[src/rtl/rc_pkg.sv]
// rc_pkg: shared types and helpers for the ICAP bitstream streamer.
//   rc_state_t      - streamer FSM states
//   width_ratio()   - ICAP words per input beat
//   idx_bits()      - width of a word-index counter for a given ratio (min 1)
//   bitswap_bytes() - reverse bit order inside each byte of a word up to 64 bits
package rc_pkg;

  typedef enum logic [2:0] {
    IDLE,
    PRE,
    STREAM,
    POST,
    DONE
  } rc_state_t;

  localparam int BITSWAP_MAX_W = 64;

  function automatic int width_ratio(input int in_w, input int icap_w);
    return in_w / icap_w;
  endfunction

  function automatic int idx_bits(input int ratio);
    return (ratio > 1) ? $clog2(ratio) : 1;
  endfunction

  function automatic logic [BITSWAP_MAX_W-1:0] bitswap_bytes(input logic [BITSWAP_MAX_W-1:0] w);
    logic [BITSWAP_MAX_W-1:0] r;
    r = '0;
    for (int i = 0; i < BITSWAP_MAX_W / 8; i++) begin
      for (int j = 0; j < 8; j++) begin
        r[8*i + j] = w[8*i + 7 - j];
      end
    end
    return r;
  endfunction

endpackage

[src/rtl/rc_sync_fifo.sv]
// rc_sync_fifo: single-clock first-word-fall-through FIFO.
//   clk, rst      - clock, async active-high reset (pointers only)
//   flush         - synchronous empty; wins over a push in the same cycle
//   push, din     - write port, ignored when full
//   pop, dout     - read port; dout shows the head entry while !empty
//   full, empty   - status
module rc_sync_fifo #(
  parameter int DEPTH = 16,
  parameter int WIDTH = 64
) (
  input  logic             clk,
  input  logic             rst,
  input  logic             flush,
  input  logic             push,
  input  logic [WIDTH-1:0] din,
  input  logic             pop,
  output logic [WIDTH-1:0] dout,
  output logic             full,
  output logic             empty
);

  localparam int AW = $clog2(DEPTH);

  // Pointers carry one extra wrap bit to tell full from empty.
  logic [AW:0]      wr_ptr_q, wr_ptr_d;
  logic [AW:0]      rd_ptr_q, rd_ptr_d;
  logic [WIDTH-1:0] mem_q [DEPTH];
  logic             do_push;
  logic             do_pop;

  assign empty   = (wr_ptr_q == rd_ptr_q);
  assign full    = (wr_ptr_q[AW] != rd_ptr_q[AW]) && (wr_ptr_q[AW-1:0] == rd_ptr_q[AW-1:0]);
  assign do_push = push && !full;
  assign do_pop  = pop && !empty;
  assign dout    = mem_q[rd_ptr_q[AW-1:0]];

  always_comb begin
    wr_ptr_d = wr_ptr_q;
    rd_ptr_d = rd_ptr_q;
    if (flush) begin
      wr_ptr_d = '0;
      rd_ptr_d = '0;
    end else begin
      if (do_push) wr_ptr_d = wr_ptr_q + 1'b1;
      if (do_pop)  rd_ptr_d = rd_ptr_q + 1'b1;
    end
  end

  always_ff @(posedge clk or posedge rst) begin
    if (rst) begin
      wr_ptr_q <= '0;
      rd_ptr_q <= '0;
    end else begin
      wr_ptr_q <= wr_ptr_d;
      rd_ptr_q <= rd_ptr_d;
    end
  end

  // Storage needs no reset; a write during flush lands in a slot that is
  // immediately considered free again.
  always_ff @(posedge clk) begin
    if (do_push) mem_q[wr_ptr_q[AW-1:0]] <= din;
  end

endmodule

[src/rtl/rc_icap_streamer.sv]
// rc_icap_streamer: buffers wide bitstream beats, splits them into ICAP words
// (lowest word first, optional per-byte bit reversal) and strobes them into
// ICAPE2, with decouple held high for a guard interval around the transfer.
//   AXI_aclk, AXI_areset         - clock, async active-high reset
//   start, bs_length, bitswap_en - transfer request (length in ICAP words)
//   abort                        - terminate a running transfer
//   s_tdata, s_tvalid, s_tready  - beat input stream
//   icape2_data_out, icape2_strb - registered ICAP word and strobe
//   decouple, busy, done         - sequencing status
//   aborted, err_length          - sticky status, cleared by the next start
//
// state  | meaning
// IDLE   | waiting for start
// PRE    | decouple high, guard before first word, buffering beats
// STREAM | emitting one word per cycle whenever the buffer has data
// POST   | decouple still high, guard after last word
// DONE   | one-cycle completion pulse
module rc_icap_streamer
  import rc_pkg::*;
#(
  parameter int IN_DATA_WIDTH  = 64,
  parameter int ICAP_WIDTH     = 32,
  parameter int BS_LENGTH_BITS = 24,
  parameter int FIFO_DEPTH     = 16,
  parameter int DECOUPLE_GUARD = 8
) (
  input  logic                      AXI_aclk,
  input  logic                      AXI_areset,
  input  logic                      start,
  input  logic [BS_LENGTH_BITS-1:0] bs_length,
  input  logic                      bitswap_en,
  input  logic                      abort,
  input  logic [IN_DATA_WIDTH-1:0]  s_tdata,
  input  logic                      s_tvalid,
  output logic                      s_tready,
  output logic [ICAP_WIDTH-1:0]     icape2_data_out,
  output logic                      icape2_strb,
  output logic                      decouple,
  output logic                      busy,
  output logic                      done,
  output logic                      aborted,
  output logic                      err_length
);

  localparam int R     = width_ratio(IN_DATA_WIDTH, ICAP_WIDTH);
  localparam int LOG2R = $clog2(R);
  localparam int IW    = idx_bits(R);
  localparam int GW    = $clog2(DECOUPLE_GUARD + 1);
  localparam logic [IW-1:0] LAST_IDX   = IW'(R - 1);
  // The normal path enters POST in the cycle of the last strobe, the abort
  // path one cycle after it, so abort loads one less to keep the post-strobe
  // decouple time identical.
  localparam logic [GW-1:0] GUARD_FULL = GW'(DECOUPLE_GUARD);
  localparam logic [GW-1:0] GUARD_LESS = GW'(DECOUPLE_GUARD - 1);

  rc_state_t                 state_q, state_d;
  logic [GW-1:0]             guard_q, guard_d;
  logic [BS_LENGTH_BITS-1:0] words_left_q, words_left_d;
  logic [BS_LENGTH_BITS-1:0] beats_left_q, beats_left_d;
  logic [IW-1:0]             word_idx_q, word_idx_d;
  logic                      swap_q, swap_d;
  logic                      strb_q, strb_d;
  logic [ICAP_WIDTH-1:0]     data_q, data_d;
  logic                      decouple_q, decouple_d;
  logic                      done_q, done_d;
  logic                      aborted_q, aborted_d;
  logic                      err_q, err_d;

  logic                      fifo_push, fifo_pop, fifo_flush;
  logic                      fifo_full, fifo_empty;
  logic [IN_DATA_WIDTH-1:0]  fifo_dout;
  logic [ICAP_WIDTH-1:0]     word_sel;

  rc_sync_fifo #(
    .DEPTH (FIFO_DEPTH),
    .WIDTH (IN_DATA_WIDTH)
  ) u_fifo (
    .clk   (AXI_aclk),
    .rst   (AXI_areset),
    .flush (fifo_flush),
    .push  (fifo_push),
    .din   (s_tdata),
    .pop   (fifo_pop),
    .dout  (fifo_dout),
    .full  (fifo_full),
    .empty (fifo_empty)
  );

  // An abort pulse closes the input the same cycle so no beat is taken while flushing.
  assign s_tready  = !fifo_full && (state_q == PRE || state_q == STREAM) &&
                     (beats_left_q != '0) && !abort;
  assign fifo_push = s_tvalid && s_tready;
  assign word_sel  = fifo_dout[int'(word_idx_q) * ICAP_WIDTH +: ICAP_WIDTH];

  always_comb begin
    state_d      = state_q;
    guard_d      = guard_q;
    words_left_d = words_left_q;
    beats_left_d = fifo_push ? beats_left_q - 1'b1 : beats_left_q;
    word_idx_d   = word_idx_q;
    swap_d       = swap_q;
    strb_d       = 1'b0;
    data_d       = data_q;
    decouple_d   = decouple_q;
    done_d       = 1'b0;
    aborted_d    = aborted_q;
    err_d        = err_q;
    fifo_pop     = 1'b0;
    fifo_flush   = 1'b0;

    case (state_q)
      IDLE: begin
        if (start) begin
          swap_d       = bitswap_en;
          aborted_d    = 1'b0;
          words_left_d = bs_length;
          word_idx_d   = '0;
          // ceil(bs_length / R) beats are needed; extra bit avoids overflow.
          beats_left_d = BS_LENGTH_BITS'(({1'b0, bs_length} +
                                          (BS_LENGTH_BITS + 1)'(R - 1)) >> LOG2R);
          if (bs_length == '0) begin
            err_d   = 1'b1;
            done_d  = 1'b1;
            state_d = DONE;
          end else begin
            err_d      = 1'b0;
            decouple_d = 1'b1;
            guard_d    = GUARD_LESS;
            state_d    = PRE;
          end
        end
      end
      PRE, STREAM: begin
        if (abort) begin
          fifo_flush   = 1'b1;
          aborted_d    = 1'b1;
          beats_left_d = '0;
          guard_d      = GUARD_LESS;
          state_d      = POST;
        end else if (state_q == PRE) begin
          if (guard_q == '0) state_d = STREAM;
          else               guard_d = guard_q - 1'b1;
        end else if (!fifo_empty) begin
          strb_d       = 1'b1;
          data_d       = swap_q ? ICAP_WIDTH'(bitswap_bytes(BITSWAP_MAX_W'(word_sel))) : word_sel;
          words_left_d = words_left_q - 1'b1;
          if (words_left_q == BS_LENGTH_BITS'(1)) begin
            // Last word: pop also discards any unused words of the final beat.
            fifo_pop = 1'b1;
            guard_d  = GUARD_FULL;
            state_d  = POST;
          end else if (word_idx_q == LAST_IDX) begin
            fifo_pop   = 1'b1;
            word_idx_d = '0;
          end else begin
            word_idx_d = word_idx_q + 1'b1;
          end
        end
      end
      POST: begin
        if (guard_q == '0) begin
          decouple_d = 1'b0;
          done_d     = 1'b1;
          state_d    = DONE;
        end else begin
          guard_d = guard_q - 1'b1;
        end
      end
      DONE:    state_d = IDLE;
      default: state_d = IDLE;
    endcase
  end

  always_ff @(posedge AXI_aclk or posedge AXI_areset) begin
    if (AXI_areset) begin
      state_q      <= IDLE;
      guard_q      <= '0;
      words_left_q <= '0;
      beats_left_q <= '0;
      word_idx_q   <= '0;
      swap_q       <= 1'b0;
      strb_q       <= 1'b0;
      data_q       <= '0;
      decouple_q   <= 1'b0;
      done_q       <= 1'b0;
      aborted_q    <= 1'b0;
      err_q        <= 1'b0;
    end else begin
      state_q      <= state_d;
      guard_q      <= guard_d;
      words_left_q <= words_left_d;
      beats_left_q <= beats_left_d;
      word_idx_q   <= word_idx_d;
      swap_q       <= swap_d;
      strb_q       <= strb_d;
      data_q       <= data_d;
      decouple_q   <= decouple_d;
      done_q       <= done_d;
      aborted_q    <= aborted_d;
      err_q        <= err_d;
    end
  end

  assign icape2_data_out = data_q;
  assign icape2_strb     = strb_q;
  assign decouple        = decouple_q;
  assign busy            = (state_q != IDLE);
  assign done            = done_q;
  assign aborted         = aborted_q;
  assign err_length      = err_q;

endmodule

[config.mk]
export PLATFORM = sky130hd
export DESIGN_NAME = rc_icap_streamer
export DESIGN_NICKNAME = d
export VERILOG_FILES = /design/src/rtl/rc_pkg.sv /design/src/rtl/rc_sync_fifo.sv /design/src/rtl/rc_icap_streamer.sv
export SDC_FILE = /design/constraint.sdc
export NUM_CORES = 1
export LEC_CHECK = 0
export BUFFER_PORTS_ARGS = -buffer_cell sky130_fd_sc_hd__buf_2
export CORE_MARGIN = 2
export CORE_UTILIZATION = 56
export DETAILED_ROUTE_END_ITERATION = 16
export GPL_ROUTABILITY_DRIVEN = 0
export PLACE_DENSITY_LB_ADDON = 0.15
export RECOVER_POWER = 100
export SYNTH_ARGS = -nofsm -noshare
export SYNTH_HDL_FRONTEND = slang
export SYNTH_SLANG_ARGS = --single-unit
[constraint.sdc]
create_clock -name AXI_aclk -period 6.7 [get_ports AXI_aclk]
set_input_delay 1.005 -clock AXI_aclk [delete_from_list [all_inputs] [get_ports AXI_aclk]]
set_output_delay 1.005 -clock AXI_aclk [all_outputs]
set_load 0.02 [all_outputs]
======== Word level (Yosys, flattened, before mapping) ========
Memory sizes are Yosys's and may differ from the RTL's.
Cells that the tools add are included.
W data, S select, Z words.
word-level totals
  output and inout bits ................... 39
  memories ................................ 1
  memory bits (writable) .................. 1024
  register bits ........................... 104
  word-level logic and storage cells ...... 136
memories
  name          words  bits a word  rd ports  clocked after Yosys merged registers in  wr ports  RTL line            text
  u_fifo.mem_q  16     64           1         0                                        1         rc_sync_fifo.sv:27  logic [WIDTH-1:0] mem_q [DEPTH];
cells by class
  reductions and logical operators ........ 30
  add/subtract/negate cells ............... 7
  shift-type cells ........................ 1
  bitwise gates (word level) .............. 3
  multiplexer cells ....................... 62
  eq/ne operators ......................... 18
operators by type and width
  operator                 count
  $mux W24                 7
  $pmux W24 S2             2
  $shiftx A64 B7 Y32       1
  $sub A24 B1 Y24 const B  2
  $mux W32                 1
  $mux W4                  7
  $mux W1                  27
  $add A24 B1 Y25 const B  1
  $eq A24 B1 Y1 const B    1
  $logic_not A24 Y1        1
  $mux W3                  8
  $reduce_bool A24 Y1      1
  $mux W5                  4
  $ne A2 B2 Y1 const B     8
  $reduce_and A5 Y1        3
  $ne A4 B4 Y1 const B     3
  $pmux W4 S3              1
  $add A5 B1 Y5 const B    2
  $pmux W3 S3              1
  $pmux W1 S2              4
  $reduce_and A4 Y1        2
  $reduce_bool A2 Y1       4
  $logic_and A1 B1 Y1      7
  $eq A3 B2 Y1 const B     2
  other kinds (16)         21

======== Depth between registers and ports, before layout ========
  word-level depth ........................ 10
  depth in mapped cells ................... 10
  mapped depth without buffers ............ 8

======== Cells and area by module ========
From an unflattened synthesis, not the netlist that was laid out.
second synthesis, totals
  cells, all modules ...................... 2389
  area total of the unflattened synthesis .. 45730.1 um^2
by module, submodules not included
  module            sequential area each (um^2)  cells each  instances  area an instance (um^2)
  rc_sync_fifo      30999.7                      1795        1          39675.6
  rc_icap_streamer  2352.3                       594         1          6054.6

======== Worst setup path after synthesis ========
OpenSTA, ideal clock, no wires.
  path kind ............................... input to register
  from .................................... input abort
  to ...................................... memory u_fifo.mem_q[3][0] (enable)
  setup time .............................. 565 ps
  buffers on the path ..................... 2
  data arrival time ....................... 6293 ps
  setup slack ............................. -157 ps
  stages .................................. 6
  cells stage by stage .................... clkbuf_1 -> a211o_1 -> nor3_1 -> buf_2 -> nand2_1 -> nor3_1
on the way
  word-level cells in the longest chain between the ends .. 6
RTL lines
  what                           RTL line                text
  start: declaration             rc_icap_streamer.sv:32  input logic abort,
  $logic_not A1 Y1               rc_icap_streamer.sv:91  (beats_left_q != '0) && !abort;
  $logic_and A1 B1 Y1            rc_icap_streamer.sv:91
  $logic_and A1 B1 Y1            rc_icap_streamer.sv:92  assign fifo_push = s_tvalid && s_tready;
  $logic_and A1 B1 Y1            rc_sync_fifo.sv:33      assign do_push = push && !full;
  $mux W1                        rc_sync_fifo.sv:62      if (do_push) mem_q[wr_ptr_q[AW-1:0]] <= din;
  $mux W1 (not written as such)  rc_sync_fifo.sv:62
  end: declaration               rc_sync_fifo.sv:27
Every way passes these cells.

======== Final worst setup path ========
  from .................................... register u_fifo.rd_ptr_q[0]
  to ...................................... register data_q[7], in the netlist icape2_data_out[7]
on the way
  word-level cells in the longest chain between the ends .. 3
  elaborated cells on any way between the ends .. 6
RTL lines
  what                                                     RTL line                 text
  start: declaration                                       rc_sync_fifo.sv:26       logic [AW:0] rd_ptr_q, rd_ptr_d;
  start signal: assignment                                 rc_sync_fifo.sv:55       rd_ptr_q <= rd_ptr_d;
  $mem_v2 Z16 W64 / $eq A5 B5 Y1 (equally long branches)   -
  $shiftx A64 B7 Y32 / $not A1 Y1 (equally long branches)  -
  $mux W32 / $reduce_and A4 Y1 (equally long branches)     -
  end signal: assignment                                   rc_icap_streamer.sv:196  data_q <= data_d;
  end: declaration                                         rc_icap_streamer.sv:63   logic [ICAP_WIDTH-1:0] data_q, data_d;
Parallel ways exist; a longest one is shown, timed or not.
A chain may end at the register's enable or synchronous reset.

==> impl_metrics.env <==
export IMPL_leakagePower_nw=15.6
export IMPL_viasPerCell=6.57
export IMPL_grt_overflow_total=0
export IMPL_grt_max_degree=70
export IMPL_synth_edf_count=1024
export IMPL_grtUsageMet3=0.0425
export IMPL_tritoncts="done"
export IMPL_maxCapViolCount=14
export IMPL_synthArstFlopShare=0.0922
export IMPL_placed_area_um2=46600
export IMPL_path_buf_inv=1
export IMPL_yosys_warnings=0
export IMPL_cts_root_buffer_cell="clkbuf_16"
export IMPL_die_x_um=287
export IMPL_required_ns=7.22
export IMPL_first_pass_iters=6
export IMPL_slew_headroom=-0.721
export IMPL_start_util=0.567
export IMPL_setup_viol=0
export IMPL_rsz0062_at_grt="false"
export IMPL_wire_per_inst_um=29.6
export IMPL_io_buffers=132
export IMPL_row_count=103
export IMPL_grt_use_met1=0.388
export IMPL_hold_path_class="reg2reg"
export IMPL_postRouteAntennaNets=0
export IMPL_num_vias=24100
export IMPL_drc=0
export IMPL_drt_iter0_drc=2586
export IMPL_critPathArrivalTime_ns=5.75
export IMPL_worst_path_max_fanout=47
export IMPL_io_pins=133
export IMPL_holdWs_ns=0.486
export IMPL_numClockSinks=1128
export IMPL_dp_hpwl_mm=62.4
export IMPL_fillers=5509
export IMPL_hold_buffers=0
export IMPL_grt_use_total=0.266
export IMPL_p_total_mw=16.9
export IMPL_cp_slowest_stage_delay_ns=1.35
export IMPL_clk_pin_slew_worst_paths_ns=0.06
export IMPL_grt_use_met2=0.429
export IMPL_fmax_mhz=191
export IMPL_endpoint_kind="flop"
export IMPL_power_density_nw_per_um2=339
export IMPL_stdcell_area_um2=49900
export IMPL_synth_nets=2501
export IMPL_critPathKind="reg2reg"
export IMPL_finalSetupTns_ns=0
export IMPL_antenna_found_initial=4
export IMPL_cp_start_kind="flop"
export IMPL_htreeDepth=3
export IMPL_cts_setup_buffers=0
export IMPL_violations="capacitance limit, slew limit"
export IMPL_die_y_um=287
export IMPL_cts_buffer_depth=3
export IMPL_hold_viol_final=0
export IMPL_cts_resized=0
export IMPL_area_delta_synth_final_pct=11.2
export IMPL_die_area_um2=82400
export IMPL_fin_worst_skew_ns=0.0208
export IMPL_synth_seq_area_share=0.743
export IMPL_cpMaxStageDelayCell="or3b_1"
export IMPL_worst_pin_slew_ns=2.57
export IMPL_final_net_count=2634
export IMPL_min_period_ns=5.23
export IMPL_outcome="finished, violations left"
export IMPL_worstSkewPairLatency_ns=0.67
export IMPL_drive_above_1_share=0.176
export IMPL_synthDistinctLibCells=69
export IMPL_grt_pass1_vias=24253
export IMPL_report_final_slew_viol_count=720
export IMPL_grt_pass1_wl_mm=161
export IMPL_syn_inst=2395
export IMPL_routed_wl_mm=109
export IMPL_synth_ff_type="edfxtp_1"
export IMPL_core_area_um2=79100
export IMPL_path_delay_family="simple AND/OR/NAND/NOR gates"
export IMPL_synth_seq_cells=1128
export IMPL_cp_cell_sequence="or3b_1, clkbuf_1, o22ai_1, a211oi_1, a22o_1, mux2_2, o21ai_0"
export IMPL_numCtsBuffers=111
export IMPL_peakVddDrop_mv=0.306
export IMPL_syn_avg_cell_area_um2=18.7
export IMPL_period_share=0.781
export IMPL_busiest_layer="met2"
export IMPL_syn_area_um2=44900
[state kept, by name, indices dropped and copies added (netlist names)]
signal / count
err_length: 1
u_fifo.rd_ptr_q: 5
decouple: 1
icape2_strb: 1
beats_left_q: 24
swap_q: 1
u_fifo.mem_q: 1024
guard_q: 4
done: 1
word_idx_q: 1
u_fifo.wr_ptr_q: 5
state_q: 3
words_left_q: 24
aborted: 1
icape2_data_out: 32
[synth_stat cells, types with 25 or more instances]
cell type | n | area [um^2]
a211oi_1 | 33 | 248
a21oi_1 | 67 | 335
a22o_1 | 32 | 280
a22oi_1 | 70 | 526
and3_1 | 25 | 156
buf_2 | 39 | 195
clkbuf_1 | 90 | 338
dfrtp_1 | 104 | 2600
edfxtp_1 | 1024 | 30700
mux2_2 | 30 | 338
mux2i_1 | 133 | 1330
mux4_2 | 192 | 4320
nand2_1 | 80 | 300
nand3_1 | 25 | 125
nor2_1 | 49 | 184
o21ai_0 | 55 | 275
o221ai_1 | 33 | 289
o22ai_1 | 43 | 269
xnor2_1 | 31 | 272
[routing by layer]
metal	part of all wire	vias up
met2	0.48	1055
met3	0.076	161
met1	0.42	12696
li1	-	10182
met5	0.00042	-
met4	0.020	6
[stage by stage]
stage,util,std cells,setup WS (ns)
after global placement,0.589,3465,2.55
after detailed placement,0.589,3465,2.53
final,0.631,3670,1.47
after global routing,0.631,3669,1.20
after floorplan,-,2395,1.81
after CTS,0.634,3669,2.48
[placed cells by master, fill, tap and decap left out, types with 18 or more instances in the layout]
master,n
o221ai_1,33
a22oi_1,70
buf_4,18
mux2i_1,133
clkinv_1,24
edfxtp_1,1024
dfrtp_1,99
clkbuf_16,114
mux4_2,192
nand3_1,26
xnor2_1,31
o22ai_1,43
a21oi_1,67
clkbuf_1,136
a211oi_1,34
a22o_1,32
nand2_1,80
nor2_1,47
clkinv_2,20
buf_2,28
mux2_2,30
o21ai_0,67
nor3_1,18
inv_1,18
[cell families (layout without fill, tap and decap cells)]
| kind of cell | Yosys count | in the layout | share of synthesized area |
|---|---|---|---|
| AO/OA/AOI/OAI | 415 | 415 | 0.0638 |
| adder cells (fa/ha/maj) | 12 | 12 | 0.00335 |
| buffers and inverters | 161 | 385 | 0.0152 |
| flip-flops | 1128 | 1128 | 0.743 |
| multiplexers | 355 | 355 | 0.134 |
| other | 0 | 1 | 0 |
| AND/OR/NAND/NOR | 282 | 282 | 0.0328 |
| XOR/XNOR | 42 | 42 | 0.00820 |
[layout make-up]
class / instances / area, um^2 / share of cell area
tap: 1050 / 1310 / 0.0263
clock buffer: 145 / 3010 / 0.0603
timing repair buffer: 162 / 749 / 0.0150
inverter: 19 / 72.6 / 0.00145
sequential: 1128 / 33400 / 0.668
clock inverter: 59 / 518 / 0.0104
multi-input combinational: 1106 / 10900 / 0.218
antenna: 1 / 2.50 / 0.0000501
[report_power, final]
part	leakage, nW	switching [mW]	total, mW	internal, mW
clock network	1.73	2.55	6.04	3.49
registers	10.5	0.453	8.50	8.05
logic	3.33	1.46	2.40	0.940
total	15.6	4.47	16.9	12.5
[final timing paths]
check	startpoint	slack (ns)	cells after the start	to
worst max-delay path	u_fifo.rd_ptr_q[0]$_DFFE_PP0P_	1.47	7	icape2_data_out[7]$_DFFE_PP0P_
worst min-delay path	err_length$_DFFE_PP0P_	0.49	2	err_length$_DFFE_PP0P_
worst max register to register	u_fifo.rd_ptr_q[0]$_DFFE_PP0P_	1.47	7	icape2_data_out[7]$_DFFE_PP0P_
worst min register to register	err_length$_DFFE_PP0P_	0.49	2	err_length$_DFFE_PP0P_
max in group asynchronous	AXI_areset	3.86	3	swap_q$_DFFE_PP0P_
min in group asynchronous	AXI_areset	1.05	2	icape2_data_out[17]$_DFFE_PP0P_
[worst register-to-register path, stage by stage, from the launching register on]
cell and delay (ns):
dfrtp_4 1.09, or3b_1 1.37, clkbuf_1 1.23, o22ai_1 0.28
a211oi_1 0.46, a22o_1 0.37, mux2_2 0.20, o21ai_0 0.09
Power figures use the tool's default switching activity.
